`src/rtl/wb_port_arbiter.sv`:
```
// Register-file write-port arbiter: the WB stage has priority, and auxiliary results wait in a small FIFO.
// A queued entry is killed when a younger WB write targets the same register. A starving head forces a one-cycle stall.
module wb_port_arbiter #(
  parameter int DEPTH    = 2,
  parameter int MAX_WAIT = 4
) (
  input  logic        clk,
  input  logic        reset,
  input  logic        Write_Enable_WB,
  input  logic [3:0]  rd_WB,
  input  logic [15:0] wb_data,
  input  logic        aux_valid,
  input  logic [3:0]  aux_rd,
  input  logic [15:0] aux_data,
  output logic        aux_ready,
  output logic        rf_we,
  output logic [3:0]  rf_waddr,
  output logic [15:0] rf_wdata,
  output logic        stall_pipe,
  output logic [15:0] pending_mask,
  output logic        aux_grant
);

  localparam int AW = $clog2(DEPTH);
  localparam int CW = AW + 1;
  localparam int WW = $clog2(MAX_WAIT + 1);

  logic [DEPTH-1:0] q_valid_r;
  logic [3:0]       q_rd_r   [DEPTH];
  logic [15:0]      q_data_r [DEPTH];
  logic [AW-1:0]    rd_ptr_r;
  logic [AW-1:0]    wr_ptr_r;
  logic [CW-1:0]    count_r;
  logic [WW-1:0]    wait_cnt_r;

  logic head_live_s;
  logic wb_go_s;
  logic push_s;
  logic pop_s;
  logic stall_s;

  function automatic logic [15:0] reg_onehot(input logic [3:0] r);
    return 16'h0001 << r;
  endfunction

  assign head_live_s = (count_r != {CW{1'b0}}) && q_valid_r[rd_ptr_r];
  assign stall_s     = !reset && head_live_s && (wait_cnt_r == WW'(MAX_WAIT));
  assign wb_go_s     = Write_Enable_WB && !stall_s;
  assign aux_ready   = (count_r != CW'(DEPTH));
  assign push_s      = aux_valid && aux_ready;
  assign stall_pipe  = stall_s;

  // Write-port grant: forced head, then WB, then live head; a dead head drains on an idle port.
  always_comb begin
    rf_we     = 1'b0;
    rf_waddr  = 4'd0;
    rf_wdata  = 16'd0;
    aux_grant = 1'b0;
    pop_s     = 1'b0;
    if (reset) begin
      pop_s = 1'b0;
    end else if (stall_s) begin
      rf_we     = 1'b1;
      rf_waddr  = q_rd_r[rd_ptr_r];
      rf_wdata  = q_data_r[rd_ptr_r];
      aux_grant = 1'b1;
      pop_s     = 1'b1;
    end else if (wb_go_s) begin
      rf_we    = 1'b1;
      rf_waddr = rd_WB;
      rf_wdata = wb_data;
    end else if (head_live_s) begin
      rf_we     = 1'b1;
      rf_waddr  = q_rd_r[rd_ptr_r];
      rf_wdata  = q_data_r[rd_ptr_r];
      aux_grant = 1'b1;
      pop_s     = 1'b1;
    end else if (count_r != {CW{1'b0}}) begin
      pop_s = 1'b1;
    end else begin
      pop_s = 1'b0;
    end
  end

  // Pending-register mask built from the registered queue contents only.
  always_comb begin
    pending_mask = 16'd0;
    for (int i = 0; i < DEPTH; i++) begin
      if (q_valid_r[AW'(i)]) begin
        pending_mask = pending_mask | reg_onehot(q_rd_r[AW'(i)]);
      end else begin
        pending_mask = pending_mask;
      end
    end
  end

  // Queue storage, pointers, occupancy and starvation counter.
  always_ff @(posedge clk) begin
    if (reset) begin
      q_valid_r  <= {DEPTH{1'b0}};
      rd_ptr_r   <= {AW{1'b0}};
      wr_ptr_r   <= {AW{1'b0}};
      count_r    <= {CW{1'b0}};
      wait_cnt_r <= {WW{1'b0}};
    end else begin
      if (pop_s) begin
        q_valid_r[rd_ptr_r] <= 1'b0;
        rd_ptr_r            <= rd_ptr_r + AW'(1);
      end
      // A WB write is younger than every queued result, so matching entries are dead.
      if (wb_go_s) begin
        for (int i = 0; i < DEPTH; i++) begin
          if (q_rd_r[AW'(i)] == rd_WB) begin
            q_valid_r[AW'(i)] <= 1'b0;
          end
        end
      end
      if (push_s) begin
        q_valid_r[wr_ptr_r] <= !(wb_go_s && (aux_rd == rd_WB));
        q_rd_r[wr_ptr_r]    <= aux_rd;
        q_data_r[wr_ptr_r]  <= aux_data;
        wr_ptr_r            <= wr_ptr_r + AW'(1);
      end
      case ({push_s, pop_s})
        2'b10:   count_r <= count_r + CW'(1);
        2'b01:   count_r <= count_r - CW'(1);
        default: count_r <= count_r;
      endcase
      if (pop_s || (count_r == {CW{1'b0}})) begin
        wait_cnt_r <= {WW{1'b0}};
      end else if (head_live_s) begin
        wait_cnt_r <= wait_cnt_r + WW'(1);
      end
    end
  end

endmodule
```
`config.mk`:
```
export PLATFORM = sky130hd
export DESIGN_NAME = wb_port_arbiter
export DESIGN_NICKNAME = d
export VERILOG_FILES = /design/src/rtl/wb_port_arbiter.sv
export SDC_FILE = /design/constraint.sdc
export NUM_CORES = 1
export LEC_CHECK = 0
export ABC_AREA = 1
export BUFFER_PORTS_ARGS = -buffer_cell sky130_fd_sc_hd__buf_2
export CORE_AREA = 2 2 75 77
export DETAILED_ROUTE_END_ITERATION = 8
export DIE_AREA = 0 0 77 79
export PLACE_DENSITY = 0.79
export SETUP_SLACK_MARGIN = 0.15
export SYNTH_ARGS = -nofsm -noshare
export SYNTH_HDL_FRONTEND = slang
export SYNTH_SLANG_ARGS = --single-unit
```
`constraint.sdc`:
```
create_clock -name clk -period 2.3 [get_ports clk]
set_input_delay 0 -clock clk [delete_from_list [all_inputs] [get_ports clk]]
set_output_delay 0 -clock clk [all_outputs]
set_load 0.1 [all_outputs]
```
# After elaboration in Yosys (flattened, before gate mapping)
# Memory sizes are Yosys's and may differ from the RTL's. A register that Yosys moved wholly into a read port is not among the register bits.
# Index checks and enable logic that the tools add are counted.
# Widths: inputs -> output; s select.
[op_classes]
addsub = 5
n_lt_le_gt_ge = 4
eq_ne = 6
shift = 1
muxes = 42
bitwise_logic = 2
reduce_logical = 16
[ops]
columns = ["cell", "n"]
rows = [
  ["$mux 16", 5],
  ["$mux 1", 26],
  ["$mux 4", 4],
  ["$shl 1x4->16 const A", 1],
  ["$eq 4x4->1", 2],
  ["$logic_and 1x1->1", 8],
  ["$mux 2", 3],
  ["$lt 1x2->1 const B", 2],
  ["$pmux 2 s2", 1],
  ["$reduce_bool 2->1", 2],
  ["$add 3x1->3 const B", 1],
  ["$eq 3x3->1 const B", 1],
  ["$logic_not 1->1", 3],
  ["$add 1x1->1 const B", 2],
  ["$add 2x1->2 const B", 1],
  ["$and 2x2->2", 1],
  ["$bwmux 2", 1],
  ["$demux 1 s1", 2],
  ["$eq 2x1->1 const B", 1],
  ["$eq 2x2->1 const B", 1],
  ["$ge 1x1->1 const B", 2],
  ["$logic_not 2->1", 1],
  ["$ne 2x2->1 const B", 1],
  ["$not 2->2", 1],
  ["other kinds (3)", 3],
]
[word_totals]
ff_bits = 9
ram_bits = 40
input_bits = 44
wordCells = 83
memories = 2
[mem_list]
columns = ["name", "words", "width", "read_ports", "rd_clocked_by_memory_dff", "wr", "line_no", "text"]
rows = [
  ["q_data_r", 2, 16, 1, 1, 1, "30", "logic [15:0] q_data_r [DEPTH];"],
  ["q_rd_r", 2, 4, 2, 1, 1, "29", "logic [3:0] q_rd_r [DEPTH];"],
]

# Longest topological paths before layout
# Gate-level depths: netlist of run 1.
[depth]
word_depth = 17
depth_mapped = 12
depth_no_buf = 12

# Worst setup path after synthesis of run 1
# Ideal clock, no wire load.
[synth_path]
path_type = "register to output"
startpoint = "register wait_cnt_r[0]"
endpoint = "output port aux_grant"
arrival_ps = 2157
t_required_ps = 2300
path_slack_ps = 143
stages_incl_launch_ff = 10
n_path_buf = 1
cell_sequence = "dfxtp_1 > inv_1 > ha_1 > nand3_2 > inv_2 > nand3_4 > nand2_2 > inv_2 > buf_6 > nor3_2"
[synth_via]
elab_chain_len = 7
[synth_rtl]
columns = ["item", "line_no", "text"]
rows = [
  ["start, declared", "34", "logic [WW-1:0] wait_cnt_r;"],
  ["start signal, assigned", "104", "wait_cnt_r <= {WW{1'b0}};"],
  ["start signal, assigned", "130", "wait_cnt_r <= {WW{1'b0}};"],
  ["start signal, assigned", "132", "wait_cnt_r <= wait_cnt_r + WW'(1);"],
  ["$eq 3x3->1 (*)", "47", "assign stall_s = !reset && head_live_s && (wait_cnt_r == WW'(MAX_WAIT));"],
  ["$logic_and 1x1->1 (*)", "47", ""],
  ["$logic_not 1->1", "48", "assign wb_go_s = Write_Enable_WB && !stall_s;"],
  ["$logic_and 1x1->1", "48", ""],
  ["$mux 1", "68", "end else if (wb_go_s) begin"],
  ["$mux 1 (*)", "62", "end else if (stall_s) begin"],
  ["$mux 1 (*)", "60", "if (reset) begin"],
  ["end, declared", "21", "output logic aux_grant"],
]
# Every way passes the cells marked *; elsewhere a longest branch is shown, timed or not.

# Worst setup path after layout of run 1
[layout_path]
startpoint = "register wait_cnt_r[0]"
endpoint = "output port rf_wdata[4]"
[layout_via]
elab_chain_len = 7
[layout_rtl]
columns = ["item", "line_no", "text"]
rows = [
  ["$eq 3x3->1 (*)", "47", ""],
  ["$logic_and 1x1->1 (*)", "47", ""],
  ["$logic_not 1->1", "48", ""],
  ["$logic_and 1x1->1", "48", ""],
  ["$mux 16", "68", ""],
  ["$mux 16 (*)", "62", ""],
  ["$mux 16 (*)", "60", ""],
  ["end, declared", "18", "output logic [15:0] rf_wdata,"],
]
# Marks and branches as above.

==> results of run 1 <==
## metrics by stage
step	std cells	hold WS (ns)
after global placement	440	0.190
after detailed placement	440	0.192
after global routing	467	0.0563
after CTS	467	0.0349
after floorplan	292	0.0989
final	467	0.0474
## layer usage
layer	share of wire (%)	routed length (um)
met3	4.3	262
met1	42	2570
met4	1.7	104
met2	52	3120
met5	0	0
## report_power, final
group	switching (mW)	internal (mW)
Combinational	0.405	0.191
Sequential	0.0236	1.03
Clock	0.271	0.210
Total	0.700	1.43
## tightest hold or removal path, delay by kind of cell
kind	cells	cell delay, ns
buffers and inverters	1	0.12
AND/OR/NAND/NOR	3	0.20
## cells in the final DEF, fill, tap and decap left out, types with 6 or more instances in the layout
cell type	n
buf_2	62
nand2_1	56
inv_1	40
edfxtp_1	40
nand3_1	34
nor2_1	23
o21ai_0	23
o21ai_2	20
dlygate4sd3_1	20
buf_12	20
dfxtp_1	10
a21oi_1	6
## kinds of logic (layout without fill, tap and decap cells)
family                   count (synthesis)  after routing  synth area share (%)
flip-flops                              50             50                  53.1
adder cells (fa/ha/maj)                  3              3                  1.42
XOR/XNOR                                 6              6                  1.99
AO/OA/AOI/OAI                           50             50                  12.4
buffers and inverters                   58            161                  9.86
AND/OR/NAND/NOR                        125            125                  21.2
## worst paths after layout
path	endpoint	slack, ns	cells after the start
worst max register to register	count_r[1]	0.63	9
worst max-delay path	rf_wdata[4]	0.34	10
worst min-delay path	q_valid_r[0]	0.05	4
worst min register to register	wr_ptr_r	0.49	2
## final cells by class
cell class	count	area, um2	area share, %
clock buffers	5	68.8	1.86
repair buffers	107	948	25.7
multi-input cells	184	988	26.8
clock inverters	2	13.8	0.373
flip-flops and latches	50	1400	37.9
well taps	72	90.1	2.44
inverters	47	184	4.98
## flip-flops by register name (all words and copies together), names as in the netlist, named ones only
signal / flops
rd_ptr_r: 1
wr_ptr_r: 1
q_data_r: 32
q_valid_r: 2
wait_cnt_r: 3
q_rd_r: 8
count_r: 2
## timing repair
item | 4_1_cts | 5_1_grt
hold buffers | 20 | 0
endpoints found under the setup margin | 0 | 21
gates resized for setup | 0 | 3
endpoints found under the hold margin | 40 | 0
==> impl_metrics.py, run 1 <==
metrics = {
    "global_route": {
        "grt_pass1_vias": 2273,
        "grt_max_degree": 41,
        "busiest_layer": "met2",
        "antenna_found_initial": 0,
        "met2_usage_pct": 37.8,
        "met3_usage_pct": 3.98,
        "grt_use_met1_pct": 23.9,
        "track_usage_pct": 20.6,
        "overflow": 0,
        "grt_first_pass_wirelength_um": 9870,
    },
    "floorplan": {
        "die_area_mm2": 0.00608,
        "dieHeight_um": 79,
        "core-area_mm2": 0.00534,
        "start_util_pct": 49.4,
        "die_w_um": 77,
        "rows": 27,
        "ioPinCount": 84,
    },
    "sta": {
        "fin_tns_setup_ns": 0,
        "finalWorstSetupSlack_ns": 0.339,
        "max-slew-margin-rel_pct": 67.4,
        "tightest_slew_ns": 0.492,
        "drv_slew": 0,
        "fin_worst_skew_ns": 0.00345,
        "rsz0062_at_grt": "false",
        "fin_crit_ns": 1.96,
        "fmax_mhz": 510,
        "hold_violations": 0,
        "finalCritPeriodShare_pct": 85.3,
        "finalSetupViolCount": 0,
    },
    "clocking": {
        "clock_path_buffers": 2,
        "postCtsSetupRepairBufs": 0,
        "htreeDepth": 2,
        "path_clk_slew_ns": 0.08,
        "cts_tree": "yes",
        "cts_root_buffer": "clkbuf_8",
        "clock_latency_ns": 0.30,
        "numCtsBuffers": 5,
        "cts.sinks": 50,
    },
    "drt": {
        "wl_per_cell_um": 13.0,
        "drc": 0,
        "drtIter0Drc": 107,
        "via_count": 2311,
        "vias_per_cell": 4.95,
        "dr.pass1.iters": 4,
        "ant_nets": 0,
        "totalWireLength_um": 6050,
    },
    "finish": {
        "layout.nets": 442,
        "area_growth_pct": 40.0,
        "final_util_pct": 69.2,
        "final_area_mm2": 0.00369,
        "fill_cells": 406,
        "diodes": 0,
        "layout-drive-gt1-share_pct": 32.9,
    },
    "placed_design": {
        "post-place-ws_ns": 0.570,
        "dpl.hpwl_um": 4230,
        "placed_area_mm2": 0.00341,
        "gp_congestion": 0.766,
        "port_buffers": 83,
    },
    "worst_setup_path": {
        "slowest_delay_ns": 0.32,
        "required_ns": 2.30,
        "critPathBufInv": 4,
        "critPathKind": "flop to primary output",
        "setup.worst_path.end_class": "primary output",
        "slowest_stage": "dfxtp_1",
        "path_cells": "inv_1 > ha_1 > nand3_2 > inv_2 > nand3_4 > nand2_2 > nand3_2 > buf_4 > o21ai_2 > buf_12",
        "critPathArrivalTime_ns": 1.96,
        "cpMostUsedCell": "nand3_2",
        "r2r-start": "wait_cnt_r[0]",
        "crit_fanout": 20,
        "crit_family": "buffers and inverters",
        "critPathLaunchType": "flop",
        "crit_start": "wait_cnt_r[0]",
    },
    "logic_synthesis": {
        "synth_edf_count": 40,
        "synth_cell_types": 25,
        "synth_area_leaders": "edfxtp_1 46%, nand2_1 8.0%, dfxtp_1 7.6%, o21ai_2 6.6%, nand3_1 6.4%",
        "avgSynthCellArea_um2": 9.04,
        "ys.flop_type": "edfxtp_1",
        "yosysSeqAreaShare_pct": 53.1,
        "postSynthCellCount": 292,
        "ys_async_sr_fraction_pct": 0,
        "ys_seq_elements": 50,
        "yosys-top-cells-count": "56 x nand2_1, 40 x edfxtp_1, 40 x inv_1, 34 x nand3_1, 25 x nor2_1",
        "synth_top_area_cell": "edfxtp_1",
        "syn_area_mm2": 0.00264,
        "yosysWarnings": 0,
        "yosysTopAreaCellShare_pct": 45.5,
        "synth_most_common_cell": "nand2_1",
        "synth.net_count": 339,
    },
    "power": {
        "ir_drop_uv": 426,
        "p_leak_nw": 1.60,
        "power.total_mw": 2.13,
        "p_per_area_mw_per_mm2": 576,
    },
    "outcome": {
        "outcome": "finished, final reports clean",
    },
    "worst_hold_path": {
        "min_path_type": "primary input to flop",
        "min-delay-start": "Write_Enable_WB",
    },
    "flow_run": {
        "cap_violations": 0,
    },
}
No activity file was read; power rests on OpenSTA's default activity.
==> run 2, diff against run 1 <==
Settings changed: REMOVE_ABC_BUFFERS set to 1.
==> run 2 against run 1 <==
Compared with the run above:
- critical path depth unchanged
- via count is 1.3% higher
- sequential power barely moved
- hold slack got worse by 0.016 ns
- final cell count grew 1.1%
- die area stayed put
- maximum frequency up 0.88%
- total power grew 7.8%
- global-route usage grew 1.2 points
- non-clock buffer count is 4 higher
- register-to-register slack worse by 0.02 ns
==> impl_metrics.py, run 2 (synthesis results as in run 1) <==
metrics = {
    "placed_design": {
        "placed_area_mm2": 0.00343,
        "dp_cells": 444,
        "dpl.hpwl_um": 4440,
        "port_buffers": 83,
        "gp_congestion": 0.846,
        "post-place-ws_ns": 0.596,
    },
    "drt": {
        "dr.pass1.iters": 4,
        "totalWireLength_um": 6340,
        "drtIter0Drc": 102,
        "drc": 0,
        "via_count": 2341,
        "wl_per_cell_um": 13.4,
        "vias_per_cell": 4.96,
        "ant_nets": 0,
    },
    "finish": {
        "seqCellArea_mm2": 0.00140,
        "multi_input_area_um2": 982,
        "final_cells": 472,
        "layout.nets": 446,
        "layout-drive-gt1-share_pct": 33.5,
        "fill_cells": 401,
        "diodes": 0,
        "area_growth_pct": 42.2,
        "mostFrequentLayoutCells": "62 x buf_2, 56 x nand2_1, 40 x inv_1, 40 x edfxtp_1, 34 x nand3_1",
        "largest_register_ffs": 32,
        "final_area_mm2": 0.00375,
        "final_common_cell": "buf_2",
        "largestRegisters": "q_data_r x32, q_rd_r x8, wait_cnt_r x3",
        "top_register": "q_data_r",
    },
    "sta": {
        "hold_violations": 0,
        "fin_worst_skew_ns": 0.00646,
        "max-slew-margin-rel_pct": 67.6,
        "finalSetupViolCount": 0,
        "rsz0062_at_grt": "false",
        "fmax_mhz": 514,
        "drv_slew": 0,
        "tightest_slew_ns": 0.489,
        "finalWorstSetupSlack_ns": 0.356,
        "fin_crit_ns": 1.94,
        "fin_tns_setup_ns": 0,
        "finalCritPeriodShare_pct": 84.5,
    },
    "global_route": {
        "grt_max_degree": 28,
        "grt_pass1_vias": 2387,
        "overflow": 0,
        "grt_first_pass_wirelength_um": 10600,
        "track_usage_pct": 21.8,
        "antenna_found_initial": 0,
    },
    "power": {
        "ir_drop_uv": 515,
        "p_comb_share_pct": 26.3,
        "p_seq_share_pct": 45.9,
        "clkPwrFrac_pct": 27.8,
        "power.total_mw": 2.29,
        "switchingPower_mw": 0.716,
        "p_leak_nw": 1.63,
        "p_per_area_mw_per_mm2": 611,
        "p_int_mw": 1.58,
        "swShare_pct": 31.2,
    },
    "worst_setup_path": {
        "crit_fanout": 23,
        "slowest_stage": "dfxtp_1",
        "path_cells": "inv_1 > ha_1 > nand3_2 > inv_2 > nand3_4 > nand2_2 > inv_4 > nand3_1 > o21ai_2 > buf_12",
        "critPathLaunchType": "flop",
        "critPathKind": "flop to primary output",
        "setup.worst_path.end_class": "primary output",
        "critPathArrivalTime_ns": 1.94,
        "required_ns": 2.30,
        "slowest_delay_ns": 0.35,
    },
    "clocking": {
        "cts_root_buffer": "clkbuf_8",
        "cts_tree": "yes",
        "clock_latency_ns": 0.30,
        "numCtsBuffers": 5,
        "cts.sinks": 50,
        "path_clk_slew_ns": 0.08,
        "htreeDepth": 2,
        "clock_path_buffers": 2,
    },
    "floorplan": {
        "ioPinCount": 84,
        "start_util_pct": 49.4,
        "core-area_mm2": 0.00534,
        "dieHeight_um": 79,
        "die_w_um": 77,
        "rows": 27,
        "die_area_mm2": 0.00608,
    },
    "worst_hold_path": {
        "min_path_type": "primary input to flop",
    },
    "flow_run": {
        "cap_violations": 0,
    },
    "outcome": {
        "outcome": "finished, final reports clean",
    },
}
## run 2: path summary, 6_finish.rpt
path	to	cells past startpoint	slack (ns)	from
max reg2reg	count_r[1]	9	0.61	wait_cnt_r[0]
max	rf_wdata[1]	10	0.36	wait_cnt_r[0]
min	rd_ptr_r	2	0.03	reset
min reg2reg	wr_ptr_r	2	0.48	wr_ptr_r
## run 2: through the flow
step	utilization, %	hold WS (ns)
6_report	70.3	0.0319
5_1_grt	70.3	0.0533
4_1_cts	70.2	0.0216
3_5_place_dp	64.3	0.191
3_3_place_gp	64.3	0.189
2_1_floorplan	-	0.0691
## run 2: repair_timing
item | CTS | global route
hold buffers | 20 | 0
hold endpoints to repair | 40 | 0
resized for setup | 0 | 3
buffers inserted | 0 | 0
endpoints found under the setup margin | 0 | 10
## run 2: layer usage
metal	GRT usage, %	routed length [um]	vias to the layer above
met5	0	0	-
met4	9.82	112	0
met3	3.75	305	12
met2	39.6	3290	79
met1	25.4	2630	1077
li1	-	-	1173
## run 2: final cells by class
class | count | area share, %
Tap cell | 72 | 2.40
Clock inverter | 1 | 0.800
Sequential cell | 50 | 37.3
Multi-Input combinational cell | 184 | 26.2
Clock buffer | 7 | 2.30
Inverter | 47 | 4.90
Timing Repair Buffer | 111 | 26.1
## run 2: power by group through the flow
stage | Combinational (mW) | Sequential, mW | Clock (mW)
floorplan | 0.369 | 1.07 | 0
global placement | 0.561 | 1.07 | 0
detailed placement | 0.573 | 1.07 | 0
CTS | 0.601 | 1.05 | 0.644
global route | 0.647 | 1.06 | 0.675
finish | 0.604 | 1.05 | 0.638
## run 2: critical path, delay by kind of cell (launching register included)
kind / cells / cell delay, ns
buf+inv: 4 / 0.53
simple gates: 4 / 0.41
flops: 1 / 0.35
fa+ha+maj: 1 / 0.21
compound gates: 1 / 0.13
==> run 3, diff against run 2 <==
Clock period 2.3 ns to 1.95 ns, I/O delays scaled along.
==> run 3 against run 2 <==
Compared with the run above:
- routed wire length is 5.7% higher
- sequential share of layout area is 2.2 points lower
- hold slack worse by 0.0047 ns
- total power is 20% higher
- global-route usage is 1.6 points higher
- first-iteration DRC count is 9.8% lower
- clock power is 18% higher
- via count is 1.5% higher
- utilization is 4.8 points higher
- die area stayed put
- non-clock buffer count is 5 higher
- combinational power is 27% higher
==> impl_metrics.py, run 3 (synthesis results as in run 1) <==
metrics = {
    "outcome": {
        "outcome": "finished, final reports clean",
    },
    "sta": {
        "hold_violations": 0,
        "finalSetupViolCount": 0,
        "fmax_mhz": 538,
        "fin_worst_skew_ns": 0.00426,
        "max-slew-margin-rel_pct": 67.6,
        "tightest_slew_ns": 0.489,
        "fin_crit_ns": 1.86,
        "rsz0062_at_grt": "true",
        "finalWorstSetupSlack_ns": 0.0913,
        "finalCritPeriodShare_pct": 95.3,
        "drv_slew": 0,
    },
    "placed_design": {
        "placed_area_mm2": 0.00343,
        "dp_cells": 444,
        "dpl.hpwl_um": 4420,
        "gp_congestion": 0.846,
        "port_buffers": 83,
        "post-place-ws_ns": 0.247,
    },
    "drt": {
        "ant_nets": 0,
        "dr.pass1.iters": 4,
        "drtIter0Drc": 92,
        "totalWireLength_um": 6700,
        "wl_per_cell_um": 14.0,
        "vias_per_cell": 4.98,
        "drc": 0,
        "via_count": 2377,
    },
    "finish": {
        "layout.nets": 451,
        "top_register": "q_data_r",
        "largest_register_ffs": 32,
        "diodes": 0,
        "area_growth_pct": 51.9,
        "mostFrequentLayoutCells": "62 x buf_2, 55 x nand2_1, 40 x edfxtp_1",
        "final_cells": 477,
        "largestRegisters": "q_data_r x32, q_rd_r x8, wait_cnt_r x3",
        "final_area_mm2": 0.00401,
        "final_common_cell": "buf_2",
        "fill_cells": 358,
        "layout-drive-gt1-share_pct": 37.5,
    },
    "clocking": {
        "clock_latency_ns": 0.30,
        "cts.sinks": 50,
        "clock_path_buffers": 2,
        "htreeDepth": 2,
        "cts_root_buffer": "clkbuf_8",
        "path_clk_slew_ns": 0.09,
        "cts_tree": "yes",
        "numCtsBuffers": 5,
    },
    "worst_setup_path": {
        "path_depth": 10,
        "setup.worst_path.end_class": "primary output",
        "crit_family": "buffers and inverters",
        "slowest_stage": "dfxtp_2",
        "critPathKind": "flop to primary output",
        "r2r-start": "wait_cnt_r[0]",
        "slowest_delay_ns": 0.34,
        "reg2reg_depth": 10,
        "crit_start": "wait_cnt_r[0]",
        "critPathLaunchType": "flop",
        "critPathBufInv": 4,
        "critPathArrivalTime_ns": 1.86,
        "required_ns": 1.95,
        "crit_fanout": 11,
        "path_cells": "inv_2 > ha_4 > nand3_2 > inv_2 > nand3_4 > nand2_4 > nand3_4 > buf_12 > o21ai_2 > buf_12",
    },
    "global_route": {
        "overflow": 0,
        "grt_pass1_vias": 2457,
        "track_usage_pct": 23.4,
        "grt_first_pass_wirelength_um": 11100,
        "grt_max_degree": 28,
        "antenna_found_initial": 0,
    },
    "floorplan": {
        "start_util_pct": 49.4,
        "rows": 27,
        "ioPinCount": 84,
        "die_w_um": 77,
        "core-area_mm2": 0.00534,
        "dieHeight_um": 79,
        "die_area_mm2": 0.00608,
    },
    "flow_run": {
        "cap_violations": 0,
    },
    "power": {
        "p_leak_nw": 1.71,
        "ir_drop_uv": 606,
        "p_per_area_mw_per_mm2": 688,
    },
    "worst_hold_path": {
        "min-delay-start": "reset",
        "min_path_type": "primary input to flop",
        "min_path_cells": 2,
    },
}
==> run 3: changes by cell type in the layout (fill, tap and decap cells not counted), sizes merged <==
cell / before / now
clkbuf: 8 / 7
buf: 90 / 96
==> run 3: layer usage <==
layer	track usage, %	vias to the layer above	wire length (um)
li1	-	1182	-
met1	24.7	1096	2600
met2	43.9	85	3600
met3	5.34	14	359
met4	11.1	0	133
met5	0	-	0
==> run 3: final cells by class <==
type | instances | area (um2) | share of cell area (%)
timing repair buffer | 116 | 1060 | 26.6
clock buffer | 7 | 86.3 | 2.15
multi-input combinational | 184 | 1130 | 28.3
sequential | 50 | 1410 | 35.2
inverter | 47 | 194 | 4.84
clock inverter | 1 | 30.0 | 0.749
tap | 72 | 90.1 | 2.25
==> run 3: through the flow <==
stage / total power [mW] / setup TNS [ns] / util (%) / hold WS (ns)
global route: 2.86 / 0 / 75.1 / 0.0476
finish: 2.76 / 0 / 75.1 / 0.0272
detailed placement: 1.94 / 0 / 64.3 / 0.191
CTS: 2.75 / 0 / 74.4 / 0.0144
global placement: 1.92 / 0 / 64.3 / 0.189
floorplan: 1.70 / -6.66 / - / 0.0691
==> run 3: timing repair <==
action,in CTS,in global routing
buffers inserted,4,0
setup endpoints to repair,21,22
endpoints found under the hold margin,40,0
pin swaps,1,1
cloned,1,0
hold buffers,20,0
gates resized for setup,36,8
==> run 3: worst reg2reg max path, cell delays in order (launching register included) <==
cell     delay (ns)
dfxtp_2        0.34
inv_2          0.08
ha_4           0.13
nand3_2        0.07
inv_2          0.08
nand3_4        0.07
buf_4          0.16
nand2_2        0.08
ha_2           0.28
nor4_2         0.25
nor3_1         0.07
==> run 3: final timing paths <==
path | to | slack (ns)
worst max-delay path | rf_wdata[14] | 0.09
worst min-delay path | rd_ptr_r | 0.03
worst max register to register | count_r[1] | 0.24
worst min register to register | count_r[0] | 0.47
==> run 3: where the power goes <==
part           switching [mW]  leakage, nW  internal [mW]
logic                   0.512         1.20          0.254
clock network           0.332       0.0585          0.418
registers              0.0303        0.451           1.21
total                   0.874         1.71           1.88
